<file path="src/rtl/mem_io_bridge.sv">
// mem_io_bridge: MEM-stage bridge to data memory and board IO. Decodes each access,
// drives byte-lane stores, extracts and extends loads, stalls for data-memory read
// latency, and holds the LED / seven-segment registers plus synchronised switches.
module mem_io_bridge #(
    parameter int unsigned     DATA_W  = 32,
    parameter logic [DATA_W-1:0] IO_BASE = 32'hFFFF_FC00,
    parameter int unsigned     SW_W    = 16,
    parameter int unsigned     LED_W   = 16,
    parameter int unsigned     MEM_LAT = 1
) (
    input  logic              clk,
    input  logic              rst,
    input  logic              req_valid,
    input  logic              mem_read,
    input  logic              mem_write,
    input  logic [1:0]        size,
    input  logic              load_unsigned,
    input  logic [DATA_W-1:0] addr_in,
    input  logic [DATA_W-1:0] wdata_in,
    output logic [DATA_W-1:0] rdata,
    output logic              stall,
    output logic              acc_err,
    output logic              err_sticky,
    output logic [DATA_W-1:0] dmem_addr,
    output logic [3:0]        dmem_we,
    output logic [DATA_W-1:0] dmem_wdata,
    input  logic [DATA_W-1:0] dmem_rdata,
    input  logic [SW_W-1:0]   sw_in,
    output logic [LED_W-1:0]  led_out,
    output logic [DATA_W-1:0] seg_data
);

    localparam logic [1:0] SzByte = 2'b00;
    localparam logic [1:0] SzHalf = 2'b01;
    localparam logic [1:0] SzWord = 2'b10;
    localparam logic [2:0] LatInit = 3'(MEM_LAT - 1);

    localparam logic [DATA_W-1:0] OffSw  = 'h0;
    localparam logic [DATA_W-1:0] OffLed = 'h4;
    localparam logic [DATA_W-1:0] OffSeg = 'h8;

    typedef enum logic [0:0] {StIdle, StWait} state_e;

    state_e            state_q, state_d;
    logic [2:0]        cnt_q, cnt_d;
    logic [LED_W-1:0]  led_q, led_d;
    logic [DATA_W-1:0] seg_q, seg_d;
    logic              err_q, err_d;
    logic [SW_W-1:0]   sw_meta_q, sw_meta_d;
    logic [SW_W-1:0]   sw_sync_q, sw_sync_d;

    logic              access;
    logic              is_io;
    logic              misalign;
    logic              legal_rd;
    logic              legal_wr;
    logic [DATA_W-1:0] io_off;
    logic [DATA_W-1:0] io_rdata;
    logic [DATA_W-1:0] ld_val;
    logic [7:0]        ld_byte;
    logic [15:0]       ld_half;
    logic              rd_done;

    // Access decode and legality checks.
    always_comb begin
        access = req_valid & (mem_read | mem_write);
        is_io  = addr_in >= IO_BASE;
        io_off = addr_in - IO_BASE;
        case (size)
            SzByte:  misalign = 1'b0;
            SzHalf:  misalign = addr_in[0];
            SzWord:  misalign = addr_in[1:0] != 2'b00;
            default: misalign = 1'b1;
        endcase
        // IO registers only accept full-word accesses.
        acc_err  = access & ((mem_read & mem_write) | misalign | (is_io & (size != SzWord)));
        legal_rd = access & ~acc_err & mem_read;
        legal_wr = access & ~acc_err & mem_write;
    end

    // Store lane enables and lane-replicated write data.
    always_comb begin
        dmem_addr  = {addr_in[DATA_W-1:2], 2'b00};
        dmem_we    = 4'b0000;
        dmem_wdata = wdata_in;
        case (size)
            SzByte: begin
                dmem_wdata = {4{wdata_in[7:0]}};
                dmem_we    = 4'b0001 << addr_in[1:0];
            end
            SzHalf: begin
                dmem_wdata = {2{wdata_in[15:0]}};
                dmem_we    = addr_in[1] ? 4'b1100 : 4'b0011;
            end
            default: dmem_we = 4'b1111;
        endcase
        if (!(legal_wr & ~is_io)) begin
            dmem_we = 4'b0000;
        end
    end

    // Byte/half extraction from the memory word with sign or zero extension.
    always_comb begin
        case (addr_in[1:0])
            2'b00:   ld_byte = dmem_rdata[7:0];
            2'b01:   ld_byte = dmem_rdata[15:8];
            2'b10:   ld_byte = dmem_rdata[23:16];
            default: ld_byte = dmem_rdata[31:24];
        endcase
        ld_half = addr_in[1] ? dmem_rdata[31:16] : dmem_rdata[15:0];
        case (size)
            SzByte:  ld_val = {{24{ld_byte[7] & ~load_unsigned}}, ld_byte};
            SzHalf:  ld_val = {{16{ld_half[15] & ~load_unsigned}}, ld_half};
            default: ld_val = dmem_rdata;
        endcase
    end

    // IO register read mux; unmapped offsets read as zero.
    always_comb begin
        io_rdata = '0;
        if (io_off == OffSw) begin
            io_rdata[SW_W-1:0] = sw_sync_q;
        end else if (io_off == OffLed) begin
            io_rdata[LED_W-1:0] = led_q;
        end else if (io_off == OffSeg) begin
            io_rdata = seg_q;
        end
    end

    // Read-latency FSM: stall from the request cycle until the counter expires.
    always_comb begin
        state_d = state_q;
        cnt_d   = cnt_q;
        stall   = 1'b0;
        rd_done = 1'b0;
        case (state_q)
            StIdle: begin
                if (legal_rd & ~is_io) begin
                    stall   = 1'b1;
                    state_d = StWait;
                    cnt_d   = LatInit;
                end
            end
            StWait: begin
                if (cnt_q != 3'd0) begin
                    stall = 1'b1;
                    cnt_d = cnt_q - 3'd1;
                end else begin
                    rd_done = 1'b1;
                    state_d = StIdle;
                end
            end
            default: state_d = StIdle;
        endcase
        if (rst) begin
            stall = 1'b0;
        end
    end

    // Load result: IO reads bypass extraction, memory reads appear once the wait ends.
    always_comb begin
        rdata = '0;
        if (legal_rd & is_io) begin
            rdata = io_rdata;
        end else if (legal_rd & rd_done) begin
            rdata = ld_val;
        end
    end

    // Next state of the IO registers, error latch and switch synchroniser.
    always_comb begin
        led_d     = led_q;
        seg_d     = seg_q;
        err_d     = err_q | acc_err;
        sw_meta_d = sw_in;
        sw_sync_d = sw_meta_q;
        if (legal_wr & is_io) begin
            if (io_off == OffLed) begin
                led_d = wdata_in[LED_W-1:0];
            end else if (io_off == OffSeg) begin
                seg_d = wdata_in;
            end
        end
    end

    // State registers.
    always_ff @(posedge clk or posedge rst) begin
        if (rst) begin
            state_q   <= StIdle;
            cnt_q     <= 3'd0;
            led_q     <= '0;
            seg_q     <= '0;
            err_q     <= 1'b0;
            sw_meta_q <= '0;
            sw_sync_q <= '0;
        end else begin
            state_q   <= state_d;
            cnt_q     <= cnt_d;
            led_q     <= led_d;
            seg_q     <= seg_d;
            err_q     <= err_d;
            sw_meta_q <= sw_meta_d;
            sw_sync_q <= sw_sync_d;
        end
    end

    assign led_out    = led_q;
    assign seg_data   = seg_q;
    assign err_sticky = err_q;

endmodule

</file>
<file path="config.mk">
export PLATFORM = sky130hd
export DESIGN_NAME = mem_io_bridge
export DESIGN_NICKNAME = d
export VERILOG_FILES = /design/src/rtl/mem_io_bridge.sv
export SDC_FILE = /design/constraint.sdc
export NUM_CORES = 1
export LEC_CHECK = 0
export ABC_AREA = 1
export BUFFER_PORTS_ARGS = -buffer_cell sky130_fd_sc_hd__buf_2
export CAP_MARGIN = 20
export CELL_PAD_IN_SITES_DETAIL_PLACEMENT = 0
export CELL_PAD_IN_SITES_GLOBAL_PLACEMENT = 1
export CORE_ASPECT_RATIO = 0.7
export CORE_MARGIN = 10
export CORE_UTILIZATION = 32
export CTS_CLUSTER_SIZE = 28
export DETAILED_ROUTE_END_ITERATION = 7
export GPL_TIMING_DRIVEN = 0
export PLACE_DENSITY = 0.87
export SYNTH_ARGS = -nofsm -noshare
export SYNTH_HDL_FRONTEND = slang
export SYNTH_SLANG_ARGS = --single-unit
</file>
<file path="constraint.sdc">
create_clock -name clk -period 3.4 [get_ports clk]
set_clock_uncertainty 0.05 [all_clocks]
set_input_delay 0.34 -clock clk [delete_from_list [all_inputs] [get_ports clk]]
set_output_delay 0.34 -clock clk [all_outputs]
set_load 0.1 [all_outputs]
</file>
==> results.json, run 1 <==
{
  "dr.pass1.iters": 5,
  "max_stage_delay_ns": 0.23,
  "cp_max_fo": 10,
  "cts_made_buffers": 9,
  "p_sw_mw": 1.105,
  "hpwl_mm": 22.08,
  "dr.first_iter.drc_count": 670,
  "hold_viol": 0,
  "drtAntennaViolNets": 0,
  "coreArea_um2": 18060,
  "worstSetupPathType": "in -> out",
  "r2r_slack_ns": 1.89,
  "crit_family": "simple AND/OR/NAND/NOR gates",
  "critPathLaunchType": "input port",
  "clock_power_share_pct": 35.3,
  "finalNetCount": 1266,
  "synth_area_um2": 5897,
  "hp-start": "sw_in[8]",
  "irDropWorstVdd_v": 0.0003060,
  "yosys_register_bits": 85,
  "r2r_cells": 7,
  "worst_pin_slew_ns": 0.7082,
  "wl_mm": 26.14,
  "die_height_um": 133.6,
  "final_cells": 1385,
  "vias": 6845,
  "cellPowerDensity_nw_per_um2": 354.0,
  "crit_path_end_kind": "primary output",
  "synth_cell_type_count": 41,
  "row_count": 41,
  "numPortBuffers": 267,
  "insertedDiodeCount": 0,
  "sequentialPowerShare_pct": 36.6,
  "critPathRequiredTime_ns": 3.01,
  "combPwrFrac_pct": 28.1,
  "cp.depth": 18,
  "setup.worst_path.start": "addr_in[10]",
  "synth_cells": 862,
  "grt_first_pass_wirelength_mm": 39.84,
  "p_int_mw": 1.721,
  "rsz0062_at_grt": "no",
  "hold_path.class": "in -> reg",
  "cts_sinks": 85,
  "seq_area_frac_synth_pct": 36.07,
  "cts_max_level": 3,
  "synth_most_common_cell": "nand2_1",
  "period_share_pct": 94.45,
  "syn_area_per_cell_um2": 6.841,
  "cp_common_cell": "nand2_1",
  "drc": 0,
  "setup-tns-final_ns": 0,
  "r2r-start": "cnt_q[0]$_DFFE_PP0P_",
  "yosys-top-cells-area": "dfrtp_1 36%, nand2_1 20%, nand3_1 5.8%",
  "r2r-end": "cnt_q[2]$_DFFE_PP0P_",
  "p_leak_nw": 4.521,
  "clk_latency_ns": 0.35,
  "via_per_inst": 4.942,
  "clock_path_buffers": 2,
  "ioPinCount": 271,
  "worstSetupEndpoint": "rdata[15]",
  "cts_tree": "done",
  "yosysTopAreaCell": "dfrtp_1",
  "gp_congestion": 0.9540,
  "grt_overflow": 0,
  "cpMaxStageDelayCell": "buf_6",
  "clkSlewWorstSetupHoldPaths_ns": 0.08,
  "layout-drive-gt1-share_pct": 33.16,
  "post_cts_buffers": 0,
  "fillers": 1976,
  "start_util_pct": 32.66,
  "status": "complete, no violations",
  "grt_pass1_vias": 6895,
  "arrival_ns": 2.82,
  "root_buffer": "clkbuf_16",
  "final_util_pct": 44.21,
  "yosys.area.top_type_share_pct": 36.07,
  "swShare_pct": 39.11,
  "drv_cap": 0,
  "seqCellArea_um2": 2127,
  "finalSetupViolations": 0,
  "ys_warn_count": 0,
  "design.die.area_um2": 24340,
  "timing.final.max_slew_violations": 0,
  "ys.flop_type": "dfrtp_1",
  "synthArstFlopShare_pct": 100.0,
  "max_freq_ghz": 0.3114,
  "grt_max_degree": 40,
  "dp_cells": 1368,
  "synth_commonest_cells": "310 x nand2_1, 85 x dfrtp_1, 85 x inv_1",
  "cp_cell_sequence": "buf_2 > nand2_2 > nor2_1 > nand2_1 > inv_1 > nand2_1 > nand2_1 > nand2_1 > nor2_1 > nand2_1 > nor2_4 > buf_4 > buf_4 > o211ai_1 > nand2_1 > nand2_1 > nand2_1 > buf_6",
  "syn2layout_area_growth_pct": 35.39,
  "slew_headroom_pct": 52.78,
  "critPathBufInv": 5,
  "antenna_found_initial": 0,
  "wl_per_cell_um": 18.87,
  "multi_input_comb_area_um2": 2939,
  "min_period_ns": 3.211,
  "track_usage_pct": 20.75,
  "synth_edf_count": 0,
  "die_x_um": 182.3
}
## routing by layer
metal / wire (µm) / track usage [%] / up-vias / part of all wire, %
met5: 0 / 0 / - / 0
met4: 271 / 3.695 / 0 / 1.0
met3: 2500 / 7.413 / 23 / 9.6
met2: 11540 / 32.26 / 315 / 44
met1: 11830 / 27.31 / 3167 / 45
li1: - / - / 3340 / -
## worst min path at each step
| stage | endpoint | slack (ns) | cells past startpoint |
|---|---|---|---|
| floorplan | sw_sync_q[0]$_DFF_PP0_ | 0.28 | 0 |
| global placement | sw_sync_q[9]$_DFF_PP0_ | 0.28 | 0 |
| detailed placement | seg_data[14]$_DFFE_PP0P_ | 0.26 | 2 |
| CTS | sw_meta_q[11]$_DFF_PP0_ | 0.03 | 1 |
| global route | sw_meta_q[12]$_DFF_PP0_ | 0.03 | 1 |
| finish | sw_meta_q[8]$_DFF_PP0_ | 0.04 | 1 |
## timing repair
item                       CTS  global route
resized for setup            1            44
hold buffers                 1             0
setup endpoints to repair   10            26
hold endpoints to repair     9             0
gates cloned                 0             0
## cell families (layout without fill, tap and decap cells)
kind of cell               count (synthesis)  in the layout  share of synthesized area, %
AOI/OAI and AO/OA                        150            150                         16.23
xor gates and xnor gates                   1              1                        0.1486
adders and majority gates                  2              2                        0.4243
buffers and inverters                    171            457                         14.43
DFF                                       85             85                         36.07
other                                      1              2                       0.06359
and+or+nand+nor                          452            452                         32.63
## state kept, by name, summed over array words and instances, names as in the netlist
| register | flops |
|---|---|
| cnt_q | 3 |
| sw_sync_q | 16 |
| state_q | 1 |
| led_out | 16 |
| sw_meta_q | 16 |
| seg_data | 32 |
| err_sticky | 1 |
## power by group through the flow
stage	combinational, mW	sequential [mW]	clock [mW]
global route	0.843	1.04	1.06
finish	0.794	1.04	0.997
CTS	0.795	1.04	1.02
floorplan	0.574	1.05	0
detailed placement	0.792	1.06	0
global placement	0.785	1.05	0
## area by class of cell
| cell class | count | area share, % |
|---|---|---|
| buffer | 80 | 6.394 |
| clock inverter | 7 | 0.9873 |
| tap | 236 | 3.698 |
| inverter | 91 | 4.325 |
| timing repair buffer | 270 | 18.32 |
| multi-input combinational | 607 | 36.81 |
| sequential | 85 | 26.64 |
| clock buffer | 9 | 2.821 |
## worst register-to-register path: stages (launching register included)
cell	delay (ns)
dfrtp_1	0.33
inv_1	0.06
ha_1	0.19
ha_1	0.19
nor2_1	0.13
inv_1	0.08
o21ai_0	0.21
o22ai_1	0.14
## stage by stage
step	hold WS (ns)	total power, mW	setup slack [ns]	area [µm²]
after floorplan	0.2812	1.628	-0.3944	5904
after global placement	0.2844	1.840	-0.06685	7536
after detailed placement	0.2580	1.847	-0.1230	7576
after CTS	0.02601	2.855	0.06937	7896
after global routing	0.02676	2.942	0.002109	7984
final	0.03621	2.826	0.1887	7984
## cell usage in the layout (no fill, tap or decap), drive strengths merged, types with 4 or more instances in the layout
cell type	synthesis	final
buf	64	317
nand2	314	314
inv	90	93
dfrtp	85	85
o21ai	75	75
nand3	69	69
nor2	51	51
o211ai	43	43
clkbuf	16	41
o2111ai	15	15
a22oi	7	7
nand4	5	5
clkinv	1	4
Note: power is estimated with default switching activity, not from simulation.
==> run 2: changes to the inputs <==
Settings changed: ABC_AREA 1 to default, CORE_UTILIZATION 32 to 34, REMOVE_ABC_BUFFERS from default to 1.
==> run 2 against run 1 <==
Compared with the run above: sequential power up 4%; synthesized cell count shrank 39%; area after synthesis down 8.6%; flip-flop and latch count did not move; register-to-register slack lost 0.15 ns; sequential share of layout area up 3.2 points; via count fell by 26%; critical path depth shrank 10; core utilization grew 1.8 points; routed wire length fell by 18%; global-route usage fell by 1.7 points; power increased by 7.0%; largest cell class unchanged; largest power group unchanged.
==> results.json, run 2 <==
{
  "clkSlewWorstSetupHoldPaths_ns": 0.07,
  "worst_pin_slew_ns": 1.098,
  "synth_edf_count": 0,
  "synth_top_family_by_area": "multiplexers",
  "clk_latency_ns": 0.34,
  "yosys_register_bits": 85,
  "synth_simple_gate_area_share_pct": 12.00,
  "worstSetupPathType": "in -> out",
  "cts_tree": "done",
  "setup_slack_ns": 0.09275,
  "cts_made_buffers": 9,
  "r2r-start": "cnt_q[0]$_DFFE_PP0P_",
  "setup.worst_path.start": "size[0]",
  "cts_max_level": 3,
  "synth_cell_type_count": 60,
  "row_count": 38,
  "finalNetCount": 867,
  "grt_max_degree": 69,
  "design.die.area_um2": 21370,
  "track_usage_pct": 19.04,
  "drtAntennaViolNets": 0,
  "vias": 5068,
  "layout_common_cells": "239 x buf_2, 85 x dfrtp_1, 43 x mux2_2",
  "rsz0062_at_grt": "no",
  "critPathLaunchType": "input port",
  "die_height_um": 125.3,
  "grt_overflow": 0,
  "hold_path.class": "in -> reg",
  "ioPinCount": 271,
  "gp_congestion": 0.8650,
  "syn2layout_area_growth_pct": 32.43,
  "timing.final.max_slew_violations": 0,
  "period_share_pct": 97.27,
  "muxShareOfSynthArea_pct": 18.59,
  "final_cells": 951,
  "grt_pass1_vias": 5212,
  "largest_reg_flops": 32,
  "numPortBuffers": 268,
  "yosys-top-cells-area": "dfrtp_1 39%, mux2_2 9.0%, buf_4 5.7%",
  "clock_path_buffers": 2,
  "synth_compound_area_share_pct": 18.38,
  "antenna_found_initial": 0,
  "synth_commonest_cells": "85 x dfrtp_1, 43 x mux2_2, 41 x buf_4",
  "hpwl_mm": 16.30,
  "die_x_um": 170.5,
  "max_freq_ghz": 0.3024,
  "via_per_inst": 5.329,
  "dr.first_iter.drc_count": 367,
  "cp_common_cell": "buf_4",
  "slew_headroom_pct": 26.78,
  "syn_area_per_cell_um2": 10.19,
  "hp-start": "sw_in[7]",
  "cellPowerDensity_nw_per_um2": 423.8,
  "cp_max_fo": 32,
  "drc": 0,
  "seq_area_frac_synth_pct": 39.46,
  "dr.pass1.iters": 4,
  "ys_warn_count": 0,
  "wl_mm": 21.56,
  "layout_commonest_cell": "buf_2",
  "p_leak_nw": 3.573,
  "synth_cells": 529,
  "wl_per_cell_um": 22.67,
  "finalSetupViolations": 0,
  "crit_family": "buffers and inverters",
  "layout-drive-gt1-share_pct": 48.40,
  "synthArstFlopShare_pct": 100.0,
  "yosys.area.top_type_share_pct": 39.46,
  "grt_first_pass_wirelength_mm": 31.64,
  "dp_cells": 928,
  "cts_sinks": 85,
  "cp_cell_sequence": "buf_2 > nor2_2 > o2111ai_4 > buf_6 > nor2_4 > buf_4 > a22o_1 > buf_4",
  "synthXorXnorAreaFrac_pct": 0.3250,
  "yosys.area_share.adder_pct": 0.6500,
  "synth_area_um2": 5390,
  "hold_viol": 0,
  "critPathBufInv": 4,
  "place_ws_ns": -0.8044,
  "ys.flop_type": "dfrtp_1",
  "coreArea_um2": 15500,
  "crit_path_end_kind": "primary output",
  "synth_most_common_cell": "dfrtp_1",
  "irDropWorstVdd_v": 0.0002989,
  "critPathRequiredTime_ns": 3.01,
  "arrival_ns": 2.92,
  "root_buffer": "clkbuf_16",
  "yosysTopAreaCell": "dfrtp_1",
  "status": "complete, no violations",
  "min_period_ns": 3.307,
  "cpMaxStageDelayCell": "nor2_2",
  "drv_cap": 0,
  "start_util_pct": 34.78,
  "max_stage_delay_ns": 0.79,
  "fillers": 1505
}
-- run 2: cell count changes after synthesis, sizes merged, moves of 14 or more --
cell	delta
o211ai	-40
nor3	+19
a21oi	+32
o21ai	-62
o2111ai	-14
mux2	+65
nand2	-289
nand2b	+19
nand3	-66
a22o	+34
nor2	-35
inv	-66
-- run 2: cells by family (layout without fill, tap and decap cells) --
family | Yosys count | after routing
multiplexers | 82 | 82
XOR/XNOR | 2 | 2
flip-flops | 85 | 85
AO/OA/AOI/OAI | 139 | 139
buffers and inverters | 102 | 322
adder cells (fa/ha/maj) | 3 | 3
AND/OR/NAND/NOR | 115 | 115
other | 1 | 3
-- run 2: per-layer routing --
| layer | up-vias | routed length [µm] | GRT usage [%] |
|---|---|---|---|
| met1 | 2468 | 9533 | 24.79 |
| met5 | - | 0 | 0 |
| met2 | 244 | 9646 | 29.55 |
| met4 | 0 | 295 | 4.270 |
| li1 | 2334 | - | - |
| met3 | 22 | 2079 | 6.885 |
-- run 2: worst paths after layout --
check                      slack [ns]                        to  depth (start not counted)
min                              0.05    sw_meta_q[7]$_DFF_PP0_                          1
min reg2reg                      0.30    sw_sync_q[0]$_DFF_PP0_                          0
min in group asynchronous        0.44    sw_meta_q[7]$_DFF_PP0_                          3
max reg2reg                      1.74      cnt_q[1]$_DFFE_PP0P_                          5
max                              0.09                 rdata[25]                          8
max in group asynchronous        2.22  seg_data[15]$_DFFE_PP0P_                          4
-- run 2: what timing repair did --
action / CTS / global route
hold buffers: 1 / 0
buffers inserted: 5 / 0
setup endpoints to repair: 30 / 39
gates resized for setup: 26 / 15
hold endpoints to repair: 17 / 0
pin swaps: 2 / 0
-- run 2: cell type report --
| type | count | area [µm²] | share of cell area [%] |
|---|---|---|---|
| clock inverters | 4 | 56.30 | 0.7888 |
| inverters | 26 | 103.9 | 1.455 |
| well taps | 200 | 250.2 | 3.506 |
| multi-input cells | 343 | 2758 | 38.63 |
| repair buffers | 280 | 1594 | 22.33 |
| flip-flops and latches | 85 | 2127 | 29.80 |
| clock buffers | 12 | 246.5 | 3.453 |
| diodes | 1 | 2.502 | 0.03506 |
-- run 2: power by group --
group	switching [mW]	total, mW	internal, mW
combinational	0.704	0.939	0.235
sequential	0.0231	1.08	1.05
clock	0.413	1.01	0.596
-- run 2: per-stage QoR --
stage | util [%] | total power [mW] | area (µm²) | TNS, ns | hold WS (ns)
finish | 46.05 | 3.025 | 7138 | 0 | 0.05427
global route | 46.04 | 3.173 | 7136 | 0 | 0.03921
CTS | 45.68 | 3.056 | 7081 | 0 | 0.04161
detailed placement | 42.82 | 2.024 | 6636 | -25.20 | 0.2553
global placement | 42.04 | 2.001 | 6516 | -169.12 | 0.2813
floorplan | - | 1.575 | 4925 | -13.99 | 0.2812
